File: config.mk
export PLATFORM = sky130hd
export DESIGN_NAME = fb_swap_ctrl
export DESIGN_NICKNAME = d
export VERILOG_FILES = /design/src/rtl/lamp_pkg.sv /design/src/rtl/fb_swap_ctrl.sv
export SDC_FILE = /design/constraint.sdc
export NUM_CORES = 1
export LEC_CHECK = 0
export BUFFER_PORTS_ARGS = -buffer_cell sky130_fd_sc_hd__buf_2
export CAP_MARGIN = 10
export CORE_MARGIN = 2
export CORE_UTILIZATION = 45
export CTS_CLUSTER_DIAMETER = 50
export CTS_CLUSTER_SIZE = 28
export DETAILED_ROUTE_END_ITERATION = 10
export PLACE_DENSITY = 0.74
export SYNTH_ARGS = -nofsm -noshare
export SYNTH_HDL_FRONTEND = slang
export SYNTH_SLANG_ARGS = --single-unit
File: constraint.sdc
create_clock -name i_clk -period 2.1 [get_ports i_clk]
set_input_delay 0.105 -clock i_clk [delete_from_list [all_inputs] [get_ports i_clk]]
set_output_delay 0.105 -clock i_clk [all_outputs]
set_load 0.1 [all_outputs]
File: src/rtl/lamp_pkg.sv
// Shared LED-lamp definitions: board geometry, sizing helpers and the
// framebuffer swap controller state encoding.
package lamp_pkg;

  localparam int unsigned c_leds_per_board = 32;

  typedef enum logic [1:0] {
    ST_CLEAR   = 2'd0,
    ST_WRITE   = 2'd1,
    ST_PENDING = 2'd2
  } swap_state_e;

  function automatic int unsigned lamp_channels(input int unsigned ledboards);
    return ledboards * c_leds_per_board;
  endfunction

  function automatic int unsigned lamp_addr_w(input int unsigned channels);
    return $clog2(channels);
  endfunction

endpackage

File: src/rtl/fb_swap_ctrl.sv
// Double-buffer controller: steers source writes to the back bank, reads to
// the front bank, and swaps banks on the driver's frame request after commit.
module fb_swap_ctrl
  import lamp_pkg::*;
#(
  parameter int unsigned  c_ledboards = 2,
  parameter int unsigned  c_bps       = 12,
  localparam int unsigned c_channels  = lamp_channels(c_ledboards),
  localparam int unsigned c_addr_w    = lamp_addr_w(c_channels)
) (
  input  logic                i_clk,
  input  logic                i_rst_n,
  input  logic                i_wr_valid,
  output logic                o_wr_ready,
  input  logic [c_addr_w-1:0] i_wr_addr,
  input  logic [c_bps-1:0]    i_wr_data,
  input  logic                i_commit,
  output logic                o_pending,
  input  logic                i_drv_drq,
  input  logic                i_drv_read,
  input  logic [c_addr_w-1:0] i_drv_addr,
  output logic                o_mem_wen,
  output logic [c_addr_w:0]   o_mem_waddr,
  output logic [c_bps-1:0]    o_mem_wdata,
  output logic                o_mem_ren,
  output logic [c_addr_w:0]   o_mem_raddr,
  output logic                o_swap,
  output logic [7:0]          o_frames
);

  localparam logic [c_addr_w:0] c_chan = (c_addr_w+1)'(c_channels);
  localparam logic [c_addr_w:0] c_last = (c_addr_w+1)'(2*c_channels-1);
  localparam logic [c_addr_w:0] c_one  = (c_addr_w+1)'(1);

  swap_state_e         state_q, state_d;
  logic                front_q, front_d;
  logic [c_addr_w:0]   cnt_q, cnt_d;
  logic                mem_wen_q, mem_wen_d;
  logic [c_addr_w:0]   mem_waddr_q, mem_waddr_d;
  logic [c_bps-1:0]    mem_wdata_q, mem_wdata_d;
  logic                swap_q, swap_d;
  logic [7:0]          frames_q, frames_d;
  logic [c_addr_w:0]   clr_off;

  always_ff @(posedge i_clk or negedge i_rst_n) begin
    if (!i_rst_n) begin
      state_q     <= ST_CLEAR;
      front_q     <= 1'b0;
      cnt_q       <= '0;
      mem_wen_q   <= 1'b0;
      mem_waddr_q <= '0;
      mem_wdata_q <= '0;
      swap_q      <= 1'b0;
      frames_q    <= '0;
    end else begin
      state_q     <= state_d;
      front_q     <= front_d;
      cnt_q       <= cnt_d;
      mem_wen_q   <= mem_wen_d;
      mem_waddr_q <= mem_waddr_d;
      mem_wdata_q <= mem_wdata_d;
      swap_q      <= swap_d;
      frames_q    <= frames_d;
    end
  end

  always_comb begin
    state_d     = state_q;
    front_d     = front_q;
    cnt_d       = cnt_q;
    mem_wen_d   = 1'b0;
    mem_waddr_d = mem_waddr_q;
    mem_wdata_d = mem_wdata_q;
    swap_d      = 1'b0;
    frames_d    = frames_q;
    clr_off     = cnt_q - c_chan;
    unique case (state_q)
      ST_CLEAR: begin
        // Linear counter folded onto {bank, addr} so non-power-of-two
        // channel counts still clear exactly addr < c_channels per bank.
        mem_wen_d   = 1'b1;
        mem_wdata_d = '0;
        if (cnt_q < c_chan) mem_waddr_d = {1'b0, cnt_q[c_addr_w-1:0]};
        else                mem_waddr_d = {1'b1, clr_off[c_addr_w-1:0]};
        cnt_d = cnt_q + c_one;
        if (cnt_q == c_last) begin
          cnt_d   = '0;
          state_d = ST_WRITE;
        end
      end
      ST_WRITE: begin
        if (i_wr_valid) begin
          mem_wen_d   = ({1'b0, i_wr_addr} < c_chan);
          mem_waddr_d = {~front_q, i_wr_addr};
          mem_wdata_d = i_wr_data;
        end
        if (i_commit) state_d = ST_PENDING;
      end
      ST_PENDING: begin
        if (i_drv_drq) begin
          front_d  = ~front_q;
          frames_d = frames_q + 8'd1;
          swap_d   = 1'b1;
          state_d  = ST_WRITE;
        end
      end
      default: state_d = ST_CLEAR;
    endcase
  end

  assign o_wr_ready  = (state_q == ST_WRITE);
  assign o_pending   = (state_q == ST_PENDING);
  assign o_mem_wen   = mem_wen_q;
  assign o_mem_waddr = mem_waddr_q;
  assign o_mem_wdata = mem_wdata_q;
  assign o_mem_ren   = i_drv_read;
  assign o_mem_raddr = {front_q, i_drv_addr};
  assign o_swap      = swap_q;
  assign o_frames    = frames_q;

endmodule

# --- After elaboration in Yosys (flattened, before gate mapping) ---
# Index checks and enable logic that the tools add are counted.
totals:
  register_bits: 39
  input_bits: 30
  output_inout_bits: 39
  elab_cells: 39
op_classes:
  addsub: 3
  magnitude_cmp: 1
  eq_ne: 7
  muxes: 14
  bitwise_logic: 1
  reduce_logical: 5
ops:
  columns: ["cell", "count"]
  rows:
  - ["one-hot mux 12 bit (2 select lines)", 1]
  - ["2-to-1 mux 7 bit", 3]
  - ["one-hot mux 7 bit (2 select lines)", 1]
  - ["2-to-1 mux 12 bit", 1]
  - ["adder 8 x 1 -> 8 bit (second input constant)", 1]
  - ["adder 7 x 1 -> 7 bit (second input constant)", 1]
  - ["equality test 7 bit (second input constant)", 1]
  - ["< comparator 7 bit (second input constant)", 1]
  - ["2-to-1 mux 2 bit", 3]
  - ["one-hot mux 2 bit (3 select lines)", 1]
  - ["subtractor 6 x 1 -> 6 bit (second input constant)", 1]
  - ["inequality test 2 x 1 -> 1 bit (second input constant)", 2]
  - ["inequality test 2 bit (second input constant)", 2]
  - ["AND reduction 2 bit", 2]
  - ["2-to-1 mux 1 bit", 3]
  - ["AND reduction 3 bit", 1]
  - ["equality test 2 x 1 -> 1 bit (second input constant)", 1]
  - ["equality test 2 bit (second input constant)", 1]
  - ["logical NOT 2 bit", 1]
  - ["one-hot mux 1 bit (2 select lines)", 1]
  - ["nonzero test 2 bit", 1]
  - ["inverter 1 bit", 1]

# --- Depth between registers and ports, before layout ---
# Gate-level depths: netlist (run 1).
logic_depth:
  ltp_word: 3
  ltp_mapped: 6
  ltp_nobuf: 5

# --- Least setup slack after synthesis (run 1) ---
# Ideal clock, no wire load.
synth_timing:
  kind: "reg-to-reg"
  from: "reg state_q[1]"
  to: "reg state_q[1]"
  setup_ns: 0.074
  arrival_ns: 2.117
  required_ns: 2.026
  path_slack_ns: -0.092
  path_stages_with_launch: 4
  n_path_buf: 1
  path_cell_list: "dfrtp_1 > buf_4 > nor2b_1 > a22o_1"
synth_via:
  elab_chain_cells: 3
synth_rtl:
  columns: ["element", "line", "source"]
  rows:
  - ["start: declaration", "fb_swap_ctrl.sv:35", "swap_state_e state_q, state_d;"]
  - ["start signal: assignment", "fb_swap_ctrl.sv:56", "state_q <= state_d;"]
  - ["equality test 2 bit (*)", null, null]
  - ["via o_pending", "fb_swap_ctrl.sv:18", "output logic o_pending,"]
  - ["inequality test 2 x 1 -> 1 bit (no line)", null, null]
  - ["AND reduction 3 bit (no line)", null, null]
# The timed path passes the listed nets; every way through them passes the cells marked *.
# A chain may end at the register's enable or synchronous reset.

# --- Final worst setup path (run 1) ---
layout_timing:
  from: "reg state_q[0]"
  to: "out o_wr_ready"
layout_via:
  elab_chain_cells: 1
layout_rtl:
  columns: ["element", "line", "source"]
  rows:
  - ["equality test 2 x 1 -> 1 bit", "fb_swap_ctrl.sv:111", "assign o_wr_ready = (state_q == ST_WRITE);"]
  - ["end: declaration", "fb_swap_ctrl.sv:14", "output logic o_wr_ready,"]
# No other way between the ends.

==> results of run 1 <==
[routing by layer]
metal | part of all wire (%) | wire, µm | up-vias | track usage [%]
li1 | - | - | 680 | -
met1 | 46 | 1750 | 660 | 21.6
met2 | 47 | 1780 | 43 | 29.2
met3 | 5.6 | 211 | 7 | 4.87
met4 | 0.90 | 34 | 0 | 5.75
met5 | 0 | 0 | - | 0
[stage by stage]
step | setup slack [ns] | area (µm²)
after floorplan | 0.183 | 1870
after global placement | 0.635 | 2140
after detailed placement | 0.616 | 2140
after CTS | 0.350 | 2230
after global routing | 0.284 | 2230
final | 0.366 | 2230
[area by class of cell]
type / instances / area (µm²) / share of cell area, %
Inverter: 4 / 16.3 / 0.728
Sequential cell: 39 / 976 / 43.7
Clock buffer: 6 / 82.6 / 3.70
Tap cell: 50 / 62.6 / 2.80
Timing Repair Buffer: 58 / 318 / 14.2
Clock inverter: 1 / 5.00 / 0.224
Multi-Input combinational cell: 103 / 774 / 34.7
[sequential cells by signal, indices dropped and copies added, names as in the netlist]
register     flops
o_mem_waddr      7
state_q          2
o_swap           1
o_mem_wen        1
o_frames         8
front_q          1
cnt_q            7
o_mem_wdata     12
[synthesized netlist by cell type (all sizes together)]
cell	number	area share (%)
buf	13	4.9
o22a	12	5.6
o21ai	3	0.80
a22o	14	6.6
nor4	1	1.1
ha	2	1.3
nand3b	1	1.1
mux2	2	1.2
a21oi	2	0.74
or3	1	0.60
nand2	23	4.6
nand4	1	1.1
clkinv	1	0.27
a31oi	2	0.67
inv	3	0.60
nand2b	2	0.67
nor2b	1	0.33
dfrtp	39	52
nor2	5	1.3
a41oi	1	0.47
o221ai	1	0.47
o2bb2ai	11	5.1
and3	1	0.33
or2	1	0.33
nand3	5	1.6
xor2	4	1.9
clkbuf	4	0.80
xnor2	7	3.3
[worst min-delay path by stage]
| stage | slack (ns) | depth (start not counted) | endpoint |
|---|---|---|---|
| after floorplan | -0.19 | 0 | cnt_q[0]$_DFFE_PN0P_ |
| after global placement | 0.21 | 0 | o_mem_raddr[1] |
| after detailed placement | 0.21 | 0 | o_mem_raddr[1] |
| after CTS | 0.07 | 2 | state_q[1]$_DFFE_PN0P_ |
| after global routing | 0.07 | 2 | state_q[1]$_DFFE_PN0P_ |
| final | 0.08 | 2 | state_q[1]$_DFFE_PN0P_ |
[power breakdown]
| group | switching [mW] | internal [mW] |
|---|---|---|
| registers | 0.235 | 0.969 |
| logic | 1.43 | 0.492 |
| clock network | 0.243 | 0.258 |
[cells in the final DEF (no fill, tap or decap), types with 4 or more instances in the layout]
cell type,n
o2bb2ai_1,11
clkbuf_8,6
nand2_1,23
nand3_1,4
dfrtp_1,39
xnor2_1,7
buf_2,53
o22a_1,12
xor2_1,4
a22o_1,14
[what timing repair did]
| item | in CTS | in global routing |
|---|---|---|
| hold endpoints to repair | 39 | 0 |
| hold buffers | 1 | 0 |
| endpoints found under the setup margin | 0 | 0 |
[logic make-up after synthesis]
logic type,count (synthesis)
compound gates,46
simple gates,42
flops,39
buf+inv,21
xor+xnor,11
mux,2
fa+ha+maj,2
[critical path: stages (launching register included)]
cell	delay, ns
dfrtp_1	0.65
nand2b_1	0.18
inv_1	0.10
buf_2	0.42
==> results.md, run 1 <==
- #FFs+latches synth: 39
- First-pass iteration count of the detailed router: 4
- DP HPWL: 2700 µm
- Crit. End Element: output pin
- DIE AREA: 4690 µm²
- Worst reg2reg path depth: 4
- FF-to-FF setup slack: 0.61 ns
- Worst vdd ir: 0.000949 V
- Leak: 1.16 nW
- Die Width: 68.5 µm
- Max Cap Viol: 0
- Hold WS: 0.0759 ns
- Post-CTS Setup Bufs: 0
- Setup Viol. Count Final: 0
- Number of remaining DRC errors: 0
- Yosys warnings: 0
- Syn avg cell area: 11.5 µm²
- Compound-Gate Fraction of Synth Area: 20.5%
- Starting DRC count in detailed routing: 99
- CTS root buf: clkbuf_8
- Relative slew slack: 42.7%
- Critical path launch point: state_q[0]$_DFFE_PN0P_
- Last element of the critical path: o_wr_ready
- Chip Height: 68.5 µm
- Syn_nets: 195
- Largest net degree at the start of global routing: 40
- Worst slew pin tran: 0.860 ns
- CTS max path bufs: 2
- Worst Path Required: 2.00 ns
- Remaining Overflow, GRT: 0
- Vias per cell: 5.33
- Worst Path Arrival: 1.63 ns
- Share of layout cells above drive strength 1: 36.5%
- Ant diodes: 0
- Initial antenna violation count: 0
- Routed WL: 3780 µm
- CTS clk-pin slew, worst paths: 0.07 ns
- Adder-Cell Fraction of Synth Area: 1.34%
- Vias in the first global route: 1343
- Post-synthesis mux area share: 1.20%
- Largest family of logic cells by synthesized area: compound AO/OA/AOI/OAI gates
- Final GP Congestion: 0.770
- Fmax: 0.577 GHz
- Setup TNS: 0 ns
- Seq/Total Area, Yosys: 52.1%
- Core Region: 4000 µm²
- Reg2reg start: state_q[1]$_DFFE_PN0P_
- CP Class: reg -> out
- Synth Area in Simple Gates: 13.1%
- Power density over the cells: 1620 nW/µm²
- Power Total: 3.63 mW
- Status: finished clean
- Finished Layout Cells: 261
- Initial Util: 46.8%
- Routed vias: 1390
- Avg WL per Cell: 14.5 µm
- Synthesized netlist cell count: 163
- Ports: 69
- Tmin final: 1.73 ns
- CTS tree: done
- Netlist cell types: 34
- Mapped cell area: 1870 µm²
- Port Buffers: 54
- Crit start category: flip-flop
- Final Hold Vio Count: 0
- Hold Path Class: in -> reg
- Slew Viols, Final: 0
- Tot GR Track Use: 17.4%
- TritonCTS buffer count: 5
- Core Util, Final: 55.9%
- H-Tree Level Count: 2
- Fill count: 370
- R2R Path End: o_mem_wdata[11]$_DFFE_PN0P_
- Num rows: 23
- Worst-Skew Late Latency: 0.28 ns
- Area Overhead vs Synth: 19.4%
- Layout net count: 243
- RSZ-0062 raised after global routing: false
- # resized after CTS: 0
- Sink Count: 39
- Placed cell count: 253
- Hold path startpoint: i_commit
- Worst Skew: 0.00673 ns
- Remaining antenna violation count: 0
- First-pass GRT wire length: 6040 µm
- Period utilization: 82.6%
- Synth Area in XOR/XNOR: 5.15%
- CP Max Fanout: 15
Note: power is estimated with default switching activity, not from simulation.
==> run 2, diff against run 1 <==
--- a/config.mk
+++ b/config.mk
@@ -5,6 +5,7 @@
 export SDC_FILE = /design/constraint.sdc
 export NUM_CORES = 1
 export LEC_CHECK = 0
+export ABC_AREA = 1
 export BUFFER_PORTS_ARGS = -buffer_cell sky130_fd_sc_hd__buf_2
 export CAP_MARGIN = 10
 export CORE_MARGIN = 2
==> constraint.sdc (replaced) <==
create_clock -name i_clk -period 1.64 [get_ports i_clk]
set_input_delay 0.082 -clock i_clk [delete_from_list [all_inputs] [get_ports i_clk]]
set_output_delay 0.082 -clock i_clk [all_outputs]
set_load 0.1 [all_outputs]
==> run 2 against run 1 <==
Compared with the run above:
- non-clock buffer count grew 11
- setup slack worse by 0.28 ns
- sequential power is 19% higher
- utilization up 5.9 points
- combinational power barely moved
- global-route usage up 1.6 points
- register-to-register slack lost 0.28 ns
- worst hold slack lost 0.067 ns
- synthesized cell count grew 23%
- via count grew 5.7%
- cell area increased by 3.5%
- critical endpoint is now o_pending
- largest power group unchanged
- highest routed layer unchanged
==> results.md, run 2 <==
- Status: finished clean (unchanged)
- Leak: 1.24 nW (was 1.16 nW)
- Largest register FFs: 12 (unchanged)
- Critical path launch point: state_q[1]$_DFFE_PN0P_ (was state_q[0]$_DFFE_PN0P_)
- Synth area leaders: dfrtp_1 (54%), nand2_1 (16%), buf_4 (3.8%) (was dfrtp_1 (52%), a22o_1 (6.6%), o22a_1 (5.6%))
- # resized after CTS: 0 (unchanged)
- Max Cap Viol: 0 (unchanged)
- Starting DRC count in detailed routing: 100 (was 99)
- CTS max path bufs: 2 (unchanged)
- CP Class: reg -> out (unchanged)
- Remaining antenna violation count: 0 (unchanged)
- Die Width: 67.1 µm (was 68.5 µm)
- Tot GR Track Use: 19.0% (was 17.4%)
- Largest net degree at the start of global routing: 40 (unchanged)
- Crit. End Element: output pin (unchanged)
- Syn avg cell area: 8.91 µm² (was 11.5 µm²)
- RSZ-0062 raised after global routing: false (unchanged)
- Vias in the first global route: 1431 (was 1343)
- Commonest non-fill, non-tap cell in the layout: nand2_1 (was buf_2)
- Routed vias: 1469 (was 1390)
- Num rows: 22 (was 23)
- Fill count: 333 (was 370)
- Netlist cell types: 24 (was 34)
- Worst Path Arrival: 1.47 ns (was 1.63 ns)
- Worst vdd ir: 0.00125 V (was 0.000949 V)
- Most frequent cells in the layout: nand2_1 (76), buf_2 (53), dfrtp_1 (35) (was buf_2 (53), dfrtp_1 (39), nand2_1 (23))
- Number of remaining DRC errors: 0 (unchanged)
- Synth top area share: 54.5% (was 52.1%)
- Power density over the cells: 1740 nW/µm² (was 1620 nW/µm²)
- Ports: 69 (unchanged)
- Remaining Overflow, GRT: 0 (unchanged)
- TritonCTS buffer count: 5 (unchanged)
- EDFF count, synth: 0 (unchanged)
- Share of layout cells above drive strength 1: 30.2% (was 36.5%)
- Mapped cell area: 1790 µm² (was 1870 µm²)
- Sink Count: 39 (unchanged)
- Seq/Total Area, Yosys: 54.5% (was 52.1%)
- Ys async rst share: 100% (unchanged)
- Worst Skew: 0.00261 ns (was 0.00673 ns)
- CTS clk-pin slew, worst paths: 0.07 ns (about the same)
- CTS root buf: clkbuf_8 (unchanged)
- Crit start category: flip-flop (unchanged)
- CTS tree: done (unchanged)
- Hold Path Class: in -> reg (unchanged)
- Syn_nets: 233 (was 195)
- Initial antenna violation count: 0 (unchanged)
- Ant diodes: 0 (unchanged)
- H-Tree Level Count: 2 (unchanged)
- Count leader, synth: nand2_1 (was dfrtp_1)
- Avg WL per Cell: 12.1 µm (was 14.5 µm)
- Core Region: 3740 µm² (was 4000 µm²)
- #FFs+latches synth: 39 (unchanged)
- Layout net count: 299 (was 243)
- Leading area contributor after synthesis: dfrtp_1 (unchanged)
- Core Util, Final: 61.8% (was 55.9%)
- First-pass iteration count of the detailed router: 4 (unchanged)
- Worst-Skew Late Latency: 0.29 ns (was 0.28 ns)
- Synth top cells by count: nand2_1 (76), dfrtp_1 (39), inv_1 (13) (was dfrtp_1 (39), nand2_1 (23), a22o_1 (14))
- Hold path startpoint: i_drv_drq (was i_commit)
- Synthesized netlist cell count: 201 (was 163)
- Yosys warnings: 0 (unchanged)
- Relative slew slack: 67.3% (was 42.7%)
- Setup TNS: 0 ns (unchanged)
- Port Buffers: 54 (unchanged)
- Reg2reg start: state_q[1]$_DFFE_PN0P_ (unchanged)
- Worst slew pin tran: 0.494 ns (was 0.860 ns)
- Chip Height: 67.1 µm (was 68.5 µm)
- CP Max Fanout: 5 (was 15)
- Initial Util: 47.9% (was 46.8%)
- Vias per cell: 4.65 (was 5.33)
- Final Hold Vio Count: 0 (unchanged)
- Tmin final: 1.55 ns
- DP HPWL: 2610 µm (was 2700 µm)
- Fmax: 0.643 GHz
- Final GP Congestion: 0.820 (was 0.770)
- Slew Viols, Final: 0 (unchanged)
- First-pass GRT wire length: 6330 µm (was 6040 µm)
- Area Overhead vs Synth: 29.1% (was 19.4%)
- Ys flop type: dfrtp_1 (unchanged)
- DIE AREA: 4500 µm² (was 4690 µm²)
- Worst Path Required: 1.56 ns (was 2.00 ns)
- Routed WL: 3810 µm (was 3780 µm)
- Setup Viol. Count Final: 0 (unchanged)
- Period utilization: 94.8%
run 2: cell count changes in the layout (fill, tap and decap cells not counted), sizes merged, moves of 11 or more:
| cell | previous run | this run |
|---|---|---|
| o22a | 12 | 0 |
| dlygate4sd3 | 1 | 13 |
| a22o | 14 | 0 |
| nand2 | 23 | 78 |
| o21ai | 3 | 14 |
| nor2 | 5 | 16 |
| o2bb2ai | 11 | 0 |
| inv | 3 | 17 |
run 2: area by class of cell:
type / instances / area, µm² / share of cell area (%)
inverter: 17 / 63.8 / 2.76
clock inverter: 3 / 20.0 / 0.866
clock buffer: 5 / 68.8 / 2.98
tap: 48 / 60.1 / 2.60
multi-input combinational: 135 / 676 / 29.2
timing repair buffer: 69 / 443 / 19.2
sequential: 39 / 981 / 42.4
run 2: path summary, 6_finish.rpt:
kind	end	slack (ns)	depth (start not counted)
setup / recovery	o_pending	0.09	3
hold / removal	state_q[1]$_DFFE_PN0P_	0.009	2
max in group asynchronous	o_frames[2]$_DFFE_PN0P_	1.15	3
hold reg to reg	o_mem_wdata[11]$_DFFE_PN0P_	0.47	2
setup reg to reg	cnt_q[3]$_DFFE_PN0P_	0.33	3
min in group asynchronous	cnt_q[5]$_DFFE_PN0P_	0.28	3
run 2: timing repair:
item                                   in CTS  in global routing
endpoints found under the hold margin      51                  0
setup endpoints to repair                   0                  0
hold buffers                               13                  0
setup buffers                               0                  0
run 2: layer usage:
metal,routed length [µm],track usage (%),up-vias
met1,1650,22.6,659
met4,130,10.2,0
met3,235,5.24,11
met2,1800,31.3,49
li1,-,-,750
met5,0,0,-
run 2: worst max-delay path, cell delays in order, from the launching register on:
cell and delay (ns):
dfrtp_1 0.54, inv_2 0.12, nor2_2 0.10, buf_2 0.43
run 2: logic make-up (layout without fill, tap and decap cells):
group,count (synthesis),after routing,share of synthesized area [%]
flops,39,39,54.5
buf+inv,27,94,7.96
fa+ha+maj,2,2,1.40
simple gates,104,104,25.1
compound gates,20,20,6.70
xor+xnor,9,9,4.40
run 2: report_power, final:
group	switching [mW]	internal, mW	total [mW]
Combinational	1.56	0.387	1.95
Sequential	0.222	1.21	1.43
Clock	0.344	0.296	0.639
Total	2.13	1.89	4.02
run 2: per-stage QoR:
| step | instance area (µm²) | cells | hold slack (ns) | power, mW | setup WS (ns) |
|---|---|---|---|---|---|
| after floorplan | 1800 | 201 | -0.214 | 3.10 | 0.0214 |
| after global placement | 2090 | 295 | 0.0647 | 3.35 | 0.366 |
| after detailed placement | 2090 | 295 | 0.0653 | 3.38 | 0.329 |
| after CTS | 2310 | 316 | 0.00353 | 4.05 | 0.0770 |
| after global routing | 2310 | 316 | 0.0199 | 4.24 | 0.0342 |
| final | 2310 | 316 | 0.00884 | 4.02 | 0.0851 |
==> run 3, diff against run 2 <==
--- a/config.mk
+++ b/config.mk
@@ -8,8 +8,8 @@
 export ABC_AREA = 1
 export BUFFER_PORTS_ARGS = -buffer_cell sky130_fd_sc_hd__buf_2
 export CAP_MARGIN = 10
-export CORE_MARGIN = 2
-export CORE_UTILIZATION = 45
+export CORE_MARGIN = 10
+export CORE_UTILIZATION = 43
 export CTS_CLUSTER_DIAMETER = 50
 export CTS_CLUSTER_SIZE = 28
 export DETAILED_ROUTE_END_ITERATION = 10
==> constraint.sdc (replaced) <==
create_clock -name i_clk -period 1.4 [get_ports i_clk]
set_input_delay 0.28 -clock i_clk [delete_from_list [all_inputs] [get_ports i_clk]]
set_output_delay 0.28 -clock i_clk [all_outputs]
set_load 0.1 [all_outputs]
==> run 3 against run 2 <==
Compared with the run above:
- routed wire length rose by 10%
- sequential share of layout area fell by 1.9 points
- non-clock buffer count fell by 6
- cell area rose by 6.0%
- clock-buffer cell count rose by 3
- clock skew rose by 0.0014 ns
- critical path type unchanged
==> results.md, run 3 (synthesis results as in run 2) <==
- Number of remaining DRC errors: 0 (unchanged)
- Logic gate share of total power: 50.1% (was 48.5%)
- Worst hold stages: 3 (was 2)
- Period utilization: 98.4%
- Routed vias: 1476 (was 1469)
- Largest register FFs: 12 (unchanged)
- DP HPWL: 3200 µm (was 2610 µm)
- Most frequent cells in the layout: nand2_1 (76), buf_2 (43), dfrtp_1 (30) (was nand2_1 (76), buf_2 (53), dfrtp_1 (35))
- Crit start category: flip-flop (unchanged)
- Final GP Congestion: 0.824 (was 0.820)
- Fill count: 347 (was 333)
- Initial antenna violation count: 0 (unchanged)
- Crit. End Element: output pin (unchanged)
- Slew Viols, Final: 0 (unchanged)
- RSZ-0062 raised after global routing: true (was false)
- Vias in the first global route: 1521 (was 1431)
- Core Region: 4030 µm² (was 3740 µm²)
- NetSw: 2.51 mW (was 2.13 mW)
- CTS root buf: clkbuf_8 (unchanged)
- CTS clk-pin slew, worst paths: 0.07 ns (about the same)
- Status: finished clean (unchanged)
- DIE AREA: 7150 µm² (was 4500 µm²)
- Setup TNS: 0 ns (unchanged)
- Avg WL per Cell: 13.5 µm (was 12.1 µm)
- Commonest non-fill, non-tap cell in the layout: nand2_1 (unchanged)
- Ant diodes: 0 (unchanged)
- Chip Height: 84.6 µm (was 67.1 µm)
- CP Class: reg -> out (unchanged)
- Largest net degree at the start of global routing: 23 (was 40)
- Worst Path Arrival: 1.10 ns (was 1.47 ns)
- Clock share of power: 15.9% (about the same)
- Vias per cell: 4.73 (was 4.65)
- Remaining antenna violation count: 0 (unchanged)
- Worst slew pin tran: 0.494 ns (about the same)
- Port Buffers: 54 (unchanged)
- Num rows: 23 (was 22)
- Worst vdd ir: 0.00152 V (was 0.00125 V)
- DP Area: 2300 µm² (was 2090 µm²)
- Initial Util: 44.5% (was 47.9%)
- Leak: 1.26 nW (was 1.24 nW)
- Total internal power: 2.55 mW (was 1.89 mW)
- Worst Skew: 0.00404 ns (was 0.00261 ns)
- Tmin final: 1.38 ns
- Share of layout cells above drive strength 1: 35.1% (was 30.2%)
- First-pass iteration count of the detailed router: 4 (unchanged)
- Power density over the cells: 2060 nW/µm² (was 1740 nW/µm²)
- TritonCTS buffer count: 5 (unchanged)
- CTS tree: done (unchanged)
- Tot GR Track Use: 11.8% (was 19.0%)
- Placed cell count: 298 (was 295)
- Ports: 69 (unchanged)
- Starting DRC count in detailed routing: 37 (was 100)
- Worst-Skew Late Latency: 0.28 ns (was 0.29 ns)
- Sink Count: 39 (unchanged)
- Area Overhead vs Synth: 36.7% (was 29.1%)
- First-pass GRT wire length: 7120 µm (was 6330 µm)
- Layout net count: 293 (was 299)
- Power Total: 5.06 mW (was 4.02 mW)
- Routed WL: 4210 µm (was 3810 µm)
- Switching Fraction: 49.6% (was 52.9%)
- Worst reg2reg path depth: 5 (was 3)
- Die Width: 84.6 µm (was 67.1 µm)
- Final Hold Vio Count: 0 (unchanged)
- CP Max Fanout: 4 (was 5)
- Final Cell Area: 2450 µm² (was 2310 µm²)
- Fmax: 0.726 GHz
- Remaining Overflow, GRT: 0 (unchanged)
- H-Tree Level Count: 2 (unchanged)
- Worst Path Required: 1.12 ns (was 1.56 ns)
- CTS max path bufs: 2 (unchanged)
- Relative slew slack: 67.3% (about the same)
- Finished Layout Cells: 312 (was 316)
- Sequential power share: 34.0% (was 35.6%)
- Max Cap Viol: 0 (unchanged)
- Setup Viol. Count Final: 0 (unchanged)
- Hold Path Class: in -> reg (unchanged)
## run 3: worst paths after layout
path / from / endpoint / slack, ns
min reg2reg: o_mem_wdata[7]$_DFFE_PN0P_ / o_mem_wdata[7]$_DFFE_PN0P_ / 0.47
max: state_q[0]$_DFFE_PN0P_ / o_wr_ready / 0.02
min in group asynchronous: i_rst_n / o_frames[1]$_DFFE_PN0P_ / 0.48
max reg2reg: state_q[0]$_DFFE_PN0P_ / o_mem_waddr[5]$_DFFE_PN0P_ / 0.10
max in group asynchronous: i_rst_n / o_mem_wdata[0]$_DFFE_PN0P_ / 0.45
min: i_wr_data[7] / o_mem_wdata[7]$_DFFE_PN0P_ / 0.20
## run 3: power by group through the flow
stage,registers [mW],clock network (mW),logic [mW]
4_1_cts,1.72,0.831,2.54
2_1_floorplan,2.80,0,0.881
3_3_place_gp,1.74,0,2.47
3_5_place_dp,1.75,0,2.50
6_report,1.72,0.805,2.53
5_1_grt,1.76,0.880,2.71
## run 3: layout make-up
| class | count | area (µm²) | share of cell area (%) |
|---|---|---|---|
| Tap cell | 50 | 62.6 | 2.55 |
| Clock buffer | 8 | 100 | 4.09 |
| Multi-Input combinational cell | 135 | 693 | 28.3 |
| Timing Repair Buffer | 63 | 531 | 21.7 |
| Inverter | 17 | 71.3 | 2.91 |
| Sequential cell | 39 | 992 | 40.5 |
## run 3: per-layer routing
metal | up-vias | track usage (%) | share of wire, %
li1 | 743 | - | -
met1 | 689 | 13.3 | 42
met2 | 42 | 19.9 | 49
met3 | 2 | 4.15 | 8.2
met4 | 0 | 4.34 | 1.0
met5 | - | 0 | 0
## run 3: worst max-delay path: stages, from the launching register on
cell and delay [ns]:
dfrtp_2 0.44, inv_4 0.07, nor2_4 0.13, buf_12 0.19
## run 3: repair_timing
item                                    CTS  global route
pin swaps                                 1             1
endpoints found under the setup margin    2            21
gates cloned                              0             0
buffers inserted                          3             2
endpoints found under the hold margin    17             0
hold buffers                              1             0
resized for setup                         1             3
## run 3: through the flow
stage	util, %	hold slack, ns	worst slack (ns)
6_report	60.8	0.202	0.0219
5_1_grt	60.8	0.196	-0.0249
4_1_cts	60.3	0.194	0.000430
3_5_place_dp	57.0	0.254	0.0912
3_3_place_gp	57.0	0.248	0.110
2_1_floorplan	-	-0.0156	-0.0820
